### src/rtl/p18_ball_motion_ctrl.sv
// Pong ball motion controller: latches collision/goal flags during the frame and
// applies bounce, move, clamp and speed-up once per frame_pulse; sequences serve/play/hold.
module p18_ball_motion_ctrl #(
    parameter int X_CENTER     = 318,
    parameter int Y_CENTER     = 238,
    parameter int X_MAX        = 635,
    parameter int Y_MAX        = 475,
    parameter int MAX_SPEED    = 4,
    parameter int SPEEDUP_HITS = 4,
    parameter int HOLD_FRAMES  = 60
) (
    input  logic       clk,
    input  logic       nRst,
    input  logic       frame_pulse,
    input  logic       serve,
    input  logic       coll_top,
    input  logic       coll_bottom,
    input  logic       coll_left,
    input  logic       coll_right,
    input  logic       goal_left,
    input  logic       goal_right,
    output logic [9:0] ball_x,
    output logic [8:0] ball_y,
    output logic       ball_visible,
    output logic       score_left,
    output logic       score_right,
    output logic [2:0] speed,
    output logic [1:0] state
);

    typedef enum logic [1:0] {
        SERVE = 2'd0,
        PLAY  = 2'd1,
        HOLD  = 2'd2
    } state_t;

    localparam int HIT_W  = (SPEEDUP_HITS > 1) ? $clog2(SPEEDUP_HITS) : 1;
    localparam int HOLD_W = (HOLD_FRAMES > 1) ? $clog2(HOLD_FRAMES) : 1;
    localparam logic signed [10:0] X_MAX_S = 11'(X_MAX);
    localparam logic signed [10:0] Y_MAX_S = 11'(Y_MAX);

    state_t state_q, state_n;

    logic              dx, dy;
    logic [HIT_W-1:0]  hit_cnt;
    logic [HOLD_W-1:0] hold_cnt;
    logic [5:0]        flags, lat;

    logic [9:0]        x_n;
    logic [8:0]        y_n;
    logic              vis_n, sl_n, sr_n, dx_n, dy_n, dx_b, dy_b;
    logic [2:0]        spd_n;
    logic [HIT_W-1:0]  hit_n;
    logic [HOLD_W-1:0] hold_n;
    logic signed [10:0] spd_s, x_sum, y_sum;
    logic              hit_last, hold_last;

    // Latch bit order: {goal_right, goal_left, coll_right, coll_left, coll_bottom, coll_top}
    assign flags     = {goal_right, goal_left, coll_right, coll_left, coll_bottom, coll_top};
    assign hit_last  = (hit_cnt == HIT_W'(SPEEDUP_HITS - 1));
    assign hold_last = (hold_cnt == HOLD_W'(HOLD_FRAMES - 1));
    assign spd_s     = $signed({8'd0, speed});
    assign state     = state_q;

    always_ff @(posedge clk) begin
        if (!nRst) state_q <= SERVE;
        else       state_q <= state_n;
    end

    always_comb begin
        state_n = state_q;
        case (state_q)
            SERVE:   if (serve) state_n = PLAY;
            PLAY:    if (frame_pulse && (lat[4] || lat[5])) state_n = HOLD;
            HOLD:    if (frame_pulse && hold_last) state_n = SERVE;
            default: state_n = SERVE;
        endcase
    end

    // The frame update uses only what was latched before frame_pulse; a flag
    // arriving on the pulse cycle itself lands in the next frame's latch.
    always_ff @(posedge clk) begin
        if (!nRst || state_q != PLAY) lat <= '0;
        else if (frame_pulse)         lat <= flags;
        else                          lat <= lat | flags;
    end

    always_comb begin
        x_n    = ball_x;
        y_n    = ball_y;
        vis_n  = ball_visible;
        sl_n   = 1'b0;
        sr_n   = 1'b0;
        spd_n  = speed;
        dx_n   = dx;
        dy_n   = dy;
        hit_n  = hit_cnt;
        hold_n = hold_cnt;
        dx_b   = dx;
        dy_b   = dy;
        x_sum  = '0;
        y_sum  = '0;
        case (state_q)
            PLAY: if (frame_pulse) begin
                if (lat[4]) begin
                    sr_n  = 1'b1;
                    dx_n  = 1'b0;
                    vis_n = 1'b0;
                end else if (lat[5]) begin
                    sl_n  = 1'b1;
                    dx_n  = 1'b1;
                    vis_n = 1'b0;
                end else begin
                    if (lat[2] && !lat[3] && !dx)      dx_b = 1'b1;
                    else if (lat[3] && !lat[2] && dx)  dx_b = 1'b0;
                    if (lat[0] && !lat[1] && !dy)      dy_b = 1'b1;
                    else if (lat[1] && !lat[0] && dy)  dy_b = 1'b0;
                    if (dx_b != dx) begin
                        if (hit_last) begin
                            hit_n = '0;
                            if (speed < 3'(MAX_SPEED)) spd_n = speed + 3'd1;
                        end else begin
                            hit_n = hit_cnt + HIT_W'(1);
                        end
                    end
                    // Move with the old speed; the increment takes effect next frame
                    x_sum = $signed({1'b0, ball_x}) + (dx_b ? spd_s : -spd_s);
                    y_sum = $signed({2'b00, ball_y}) + (dy_b ? spd_s : -spd_s);
                    dx_n  = dx_b;
                    dy_n  = dy_b;
                    if (x_sum < 0)            x_n = '0;
                    else if (x_sum > X_MAX_S) x_n = 10'(X_MAX);
                    else                      x_n = x_sum[9:0];
                    if (y_sum < 0) begin
                        y_n  = '0;
                        dy_n = 1'b1;
                    end else if (y_sum > Y_MAX_S) begin
                        y_n  = 9'(Y_MAX);
                        dy_n = 1'b0;
                    end else begin
                        y_n  = y_sum[8:0];
                    end
                end
            end
            HOLD: if (frame_pulse) begin
                if (hold_last) begin
                    hold_n = '0;
                    x_n    = 10'(X_CENTER);
                    y_n    = 9'(Y_CENTER);
                    spd_n  = 3'd1;
                    hit_n  = '0;
                    vis_n  = 1'b1;
                end else begin
                    hold_n = hold_cnt + HOLD_W'(1);
                end
            end
            default: ;
        endcase
    end

    always_ff @(posedge clk) begin
        if (!nRst) begin
            ball_x       <= 10'(X_CENTER);
            ball_y       <= 9'(Y_CENTER);
            ball_visible <= 1'b1;
            score_left   <= 1'b0;
            score_right  <= 1'b0;
            speed        <= 3'd1;
            dx           <= 1'b1;
            dy           <= 1'b1;
            hit_cnt      <= '0;
            hold_cnt     <= '0;
        end else begin
            ball_x       <= x_n;
            ball_y       <= y_n;
            ball_visible <= vis_n;
            score_left   <= sl_n;
            score_right  <= sr_n;
            speed        <= spd_n;
            dx           <= dx_n;
            dy           <= dy_n;
            hit_cnt      <= hit_n;
            hold_cnt     <= hold_n;
        end
    end

endmodule

### config.mk
export PLATFORM = sky130hd
export DESIGN_NAME = p18_ball_motion_ctrl
export DESIGN_NICKNAME = d
export VERILOG_FILES = /design/src/rtl/p18_ball_motion_ctrl.sv
export SDC_FILE = /design/constraint.sdc
export NUM_CORES = 1
export LEC_CHECK = 0
export ABC_CLOCK_PERIOD_IN_PS = 5000
export CORE_AREA = 2 2 99 101
export CTS_BUF_LIST = sky130_fd_sc_hd__clkbuf_8
export DETAILED_ROUTE_END_ITERATION = 8
export DIE_AREA = 0 0 101 103
export GPL_TIMING_DRIVEN = 0
export SLEW_MARGIN = 0
export SYNTH_ARGS = -nofsm -noshare
export SYNTH_HDL_FRONTEND = slang
export SYNTH_SLANG_ARGS = --single-unit
### constraint.sdc
create_clock -name clk -period 5 [get_ports clk]
set_input_delay 0.75 -clock clk [delete_from_list [all_inputs] [get_ports clk]]
set_output_delay 0.75 -clock clk [all_outputs]
set_load 0.01 [all_outputs]
Word-level counts from Yosys, hierarchy flattened
Cells that the tools add are included.
Storage, ports and cells
  input bits: 10
  flip-flop bits (word level): 43
  output and inout port bits: 27
Operators by class
  equality and inequality tests: 18
  reductions and logical operators: 31
  bitwise gates (word level): 6
  order comparisons: 5
  multiplexer cells: 65
  add/subtract/negate cells: 6
Operators with widths (number)
  10-bit two-way mux: 7
  9-bit two-way mux: 7
  3-bit two-way mux: 8
  1-bit two-way mux: 23
  11-bit by 1-bit < comparator with 1-bit output (second input constant): 2
  11-bit two-way mux: 2
  2-bit != test (second input constant): 11
  2-bit two-way mux: 10
  10-bit one-hot mux with 2 select lines: 1
  9-bit one-hot mux with 2 select lines: 1
  6-bit two-way mux: 2
  10-bit by 11-bit adder with 11-bit output: 1
  11-bit adder: 1
  11-bit by 10-bit > comparator with 1-bit output (second input constant): 1
  11-bit > comparator (second input constant): 1
  3-bit negation with 11-bit output: 1
  1-bit logical AND: 10
  9-bit AND reduction: 1
  1-bit logical NOT: 7
  7-bit AND reduction: 1
  6-bit by 1-bit adder with 6-bit output (second input constant): 1
  6-bit equality test (second input constant): 1
  6-bit bitwise OR: 1
  2-bit one-hot mux with 3 select lines: 1
  21 further kinds: 29

Depth between registers and ports, before layout
  word-level depth: 18
  gate-level depth with buffers: 14
  depth with buffers taken out: 14

Worst setup path before layout
Ideal clock, no wire load.
  kind: reg-to-reg
  from: register speed[0]
  to: register ball_y[3]
  buffers on the path: 0
  data required time: 4878 ps
  stages on the path, launching flop included: 14
  period minus slack after synthesis: 3606 ps
  path slack: 1394 ps
  arrival time: 3483 ps
  cells stage by stage: dfxtp_1 -> inv_1 -> ha_1 -> mux2_2 -> fa_1 -> a21oi_1 -> a2111oi_0 -> o32ai_1 -> o211ai_1 -> a211o_1 -> xnor2_1 -> a41o_2 -> o31ai_1 -> a21oi_1
Between the ends
  longest elaborated chain between the ends: 10
RTL lines
  from (decl): line 27  | output logic [2:0] speed,
  from (signal assigned): line 179  | speed <= spd_n;
  3-bit negation with 11-bit output: line 128  | y_sum = $signed({2'b00, ball_y}) + (dy_b ? spd_s : -spd_s);
  11-bit two-way mux (*): line 128
  10-bit by 11-bit adder with 11-bit output (*): line 128
  11-bit by 10-bit > comparator with 1-bit output: line 137  | end else if (y_sum > Y_MAX_S) begin
  9-bit two-way mux: line 137
  9-bit two-way mux (*): line 134  | if (y_sum < 0) begin
  9-bit two-way mux (*): line 109  | end else if (lat[5]) begin
  9-bit two-way mux (*): line 105  | if (lat[4]) begin
  9-bit two-way mux (*): line 104  | PLAY: if (frame_pulse) begin
  9-bit one-hot mux with 2 select lines (*): line 103  | case (state_q)
  to (signal assigned): line 164  | ball_y <= 9'(Y_CENTER);
  to (signal assigned): line 175  | ball_y <= y_n;
  to (decl): line 23  | output logic [8:0] ball_y,
Mark *: on every way between the ends. The rest lies on a longest branch, timed or not. The select of a mux whose other input is x is not followed.
A chain may end at the register's enable or synchronous reset.

Final worst setup path
Same ends and word-level chain as after synthesis.

==> metrics <==
most common cell after layout, fill and taps aside=nor2_1; WP data required=5190 ps; fraction of layout cells with a size suffix above 1=7.930%; Final GP Congestion=0.8530; Static Leak=0.001430 uW; antenna cells=0; reg2reg start=speed[0]; Fmax achieved=238.0 MHz; asr flop ratio synth=0%; WS Path Type=register to register; number of synthesized register bits=43; total die area=10400 sq um; Max stage delay on crit path=540 ps; WHS Endpoint=ball_visible; Mapped Area=3209 sq um; Starting DRT DRC Count=217; core box area=9459 sq um; cts bufs inserted=5; critical path cell sequence=inv_1 > ha_1 > mux2_2 > fa_1 > a21oi_1 > a2111oi_0 > o32ai_1 > o211ai_1 > a211o_1 > xnor2_1 > a41o_2 > o31ai_1 > a21oi_1; gr usage total=17.81%; clk sinks=43; worst vdd ir=0.1089 mV; Bufs and invs on worst path=1; sw frac=37.39%; syn nets=439; most frequent CP cell=a21oi_1; Worst-Skew Late Latency=300 ps; syn_area_per_cell=7.790 sq um; sequential power share=37.7%; Synth Warn #=0; total number of vias=3223; Clock Tree Buf Depth=2; most frequent cells in the layout=46 x nor2_1, 43 x dfxtp_1, 42 x a21oi_1; setup slack, reg-to-reg=800 ps; R2R depth=13; slowest cell on the critical path=dfxtp_1; CTS HTree Levels=2; worst flop-to-flop path endpoint=ball_y[3]; die height=103 um; Reg clk slew, reported paths=90 ps; area grow syn2layout=17.93%; P_sw=376.6 uW; Routed WL=9132 um; Rows=36; largest net degree at the start of global routing=14; internal power=630.7 uW; Port Buf Inserts=35; antenna-violating nets left=0; crit-path leading delay family=compound AO/OA/AOI/OAI gates; cts repair resizes=0; hold violation total from the final report=0; GRT overflow=0; first-pass GRT wire length=14790 um; via-per-instance ratio=5.674; Clk pwr share=21.8%; Layout Nets=481; initial core utilization=33.93%; initial antenna violation count=0; DRC=0; Power, Total=1007 uW; minimum clock period=4202 ps; Die X=101 um; hold path cells=2; Root Driver=clkbuf_8; setup skew after layout=9.238 ps; CTS tree=done; worst-margin pin slew=960.8 ps; vias in the first global route=3037; Seq/Total Area, Yosys=26.82%; wire per inst=16.08 um; Max Cap Viol=0; Max FO, Critical Path=7; top_reg_cell synth=dfxtp_1; power per cell area=266.1 nW/um^2; hold_buf cts=0; crit path DAT=4390 ps; RSZ-0062 raised after global routing=false; outcome=completed; post-route clock period utilization=84.04%; dpl hpwl=6868 um; post-synth cell types=70; Critical Path Start Type=register; Worst Setup End Kind=register; power share of the combinational group=40.6%; Min-Delay Path Class=register to register; Initial DRT Pass Iterations=5; # setup viols final=0; Slew Limit Fails=0; Rel. slew slack=34.29%; I/O pin count=37; Post-Synthesis Cells=412; setup repair bufs after CTS=0; Post-synth EDFFs=0; min-delay src=ball_visible; total negative slack=0 ps; Filler cells=1007
## worst min-delay path, stage by stage, from the launching register on
cell	delay, ps
dfxtp_1	310
o21ai_0	60
nand2_1	50
## registers in the layout, summed over array words and instances (netlist names)
| signal | cells |
|---|---|
| ball_visible | 1 |
| ball_x | 10 |
| ball_y | 9 |
| dx | 1 |
| dy | 1 |
| hit_cnt | 2 |
| hold_cnt | 6 |
| lat | 6 |
| score_left | 1 |
| score_right | 1 |
| speed | 3 |
| state | 2 |
## metrics by stage
step | instance area, sq um | cells | util (%) | setup slack [ps] | hold WS (ps)
3_3_place_gp | 3702 | 561 | 39.14 | 911.6 | 443.6
2_1_floorplan | 3209 | 412 | - | 1394 | 435.5
5_1_grt | 3785 | 568 | 40.01 | 552.1 | 501.1
6_report | 3785 | 568 | 40.01 | 798.1 | 465.8
4_1_cts | 3785 | 568 | 40.01 | 857.6 | 470.7
3_5_place_dp | 3702 | 561 | 39.14 | 904.4 | 454.6
## synth_stat cells, drive strengths merged, types with 5 or more instances
library cell | instances | area (sq um)
a21o | 8 | 60.06
o22ai | 5 | 45.04
o211ai | 7 | 57.55
nor3 | 15 | 80.08
o31ai | 6 | 45.04
nand3 | 13 | 65.06
ha | 15 | 187.7
nor2 | 46 | 172.7
buf | 8 | 38.78
nand2b | 5 | 31.28
o22a | 5 | 43.79
o21ai | 21 | 105.1
inv | 21 | 78.83
mux2 | 5 | 56.30
or3 | 5 | 31.28
xnor2 | 18 | 157.7
nand2 | 30 | 112.6
nand4 | 5 | 31.28
a21oi | 42 | 210.2
dfxtp | 43 | 860.8
clkbuf | 11 | 41.29
a211oi | 5 | 47.54
## cells by family after synthesis
family                     share of synthesized area [%]
AOI/OAI and AO/OA                                  30.06
adders and majority gates                          7.719
and+or+nand+nor                                    21.56
DFF                                                26.82
buffers and inverters                              5.068
muxes                                              2.066
xor gates and xnor gates                           6.705
## power by group through the flow
stage	sequential [uW]	clock (uW)	combinational [uW]
CTS	379	230	405
detailed placement	387	0	402
global route	383	243	448
global placement	387	0	398
finish	380	219	408
floorplan	388	0	293
## layer usage
layer  track usage, %  routed length, um
met1            23.76               4289
met2            31.13               4400
met3            1.627                356
met4            4.470                 86
met5                0                  0
## area by class of cell
class | instances | area, sq um | area share (%)
Buffer | 19 | 80.08 | 2.116
Clock buffer | 5 | 68.82 | 1.818
Clock inverter | 2 | 13.76 | 0.3636
Inverter | 22 | 82.58 | 2.182
Multi-Input combinational cell | 328 | 2186 | 57.75
Sequential cell | 43 | 860.8 | 22.74
Tap cell | 114 | 142.6 | 3.769
Timing Repair Buffer | 35 | 350.3 | 9.256
## worst max path at each step
stage	from	to	slack, ps	cells after the start
after floorplan	speed[0]	ball_y[3]	1390	13
after global placement	speed[0]	ball_y[3]	910	13
after detailed placement	speed[0]	ball_y[3]	900	13
after CTS	speed[0]	ball_y[4]	860	14
after global routing	speed[0]	ball_y[3]	550	13
final	speed[0]	ball_y[3]	800	13
Power figures use the tool's default switching activity.
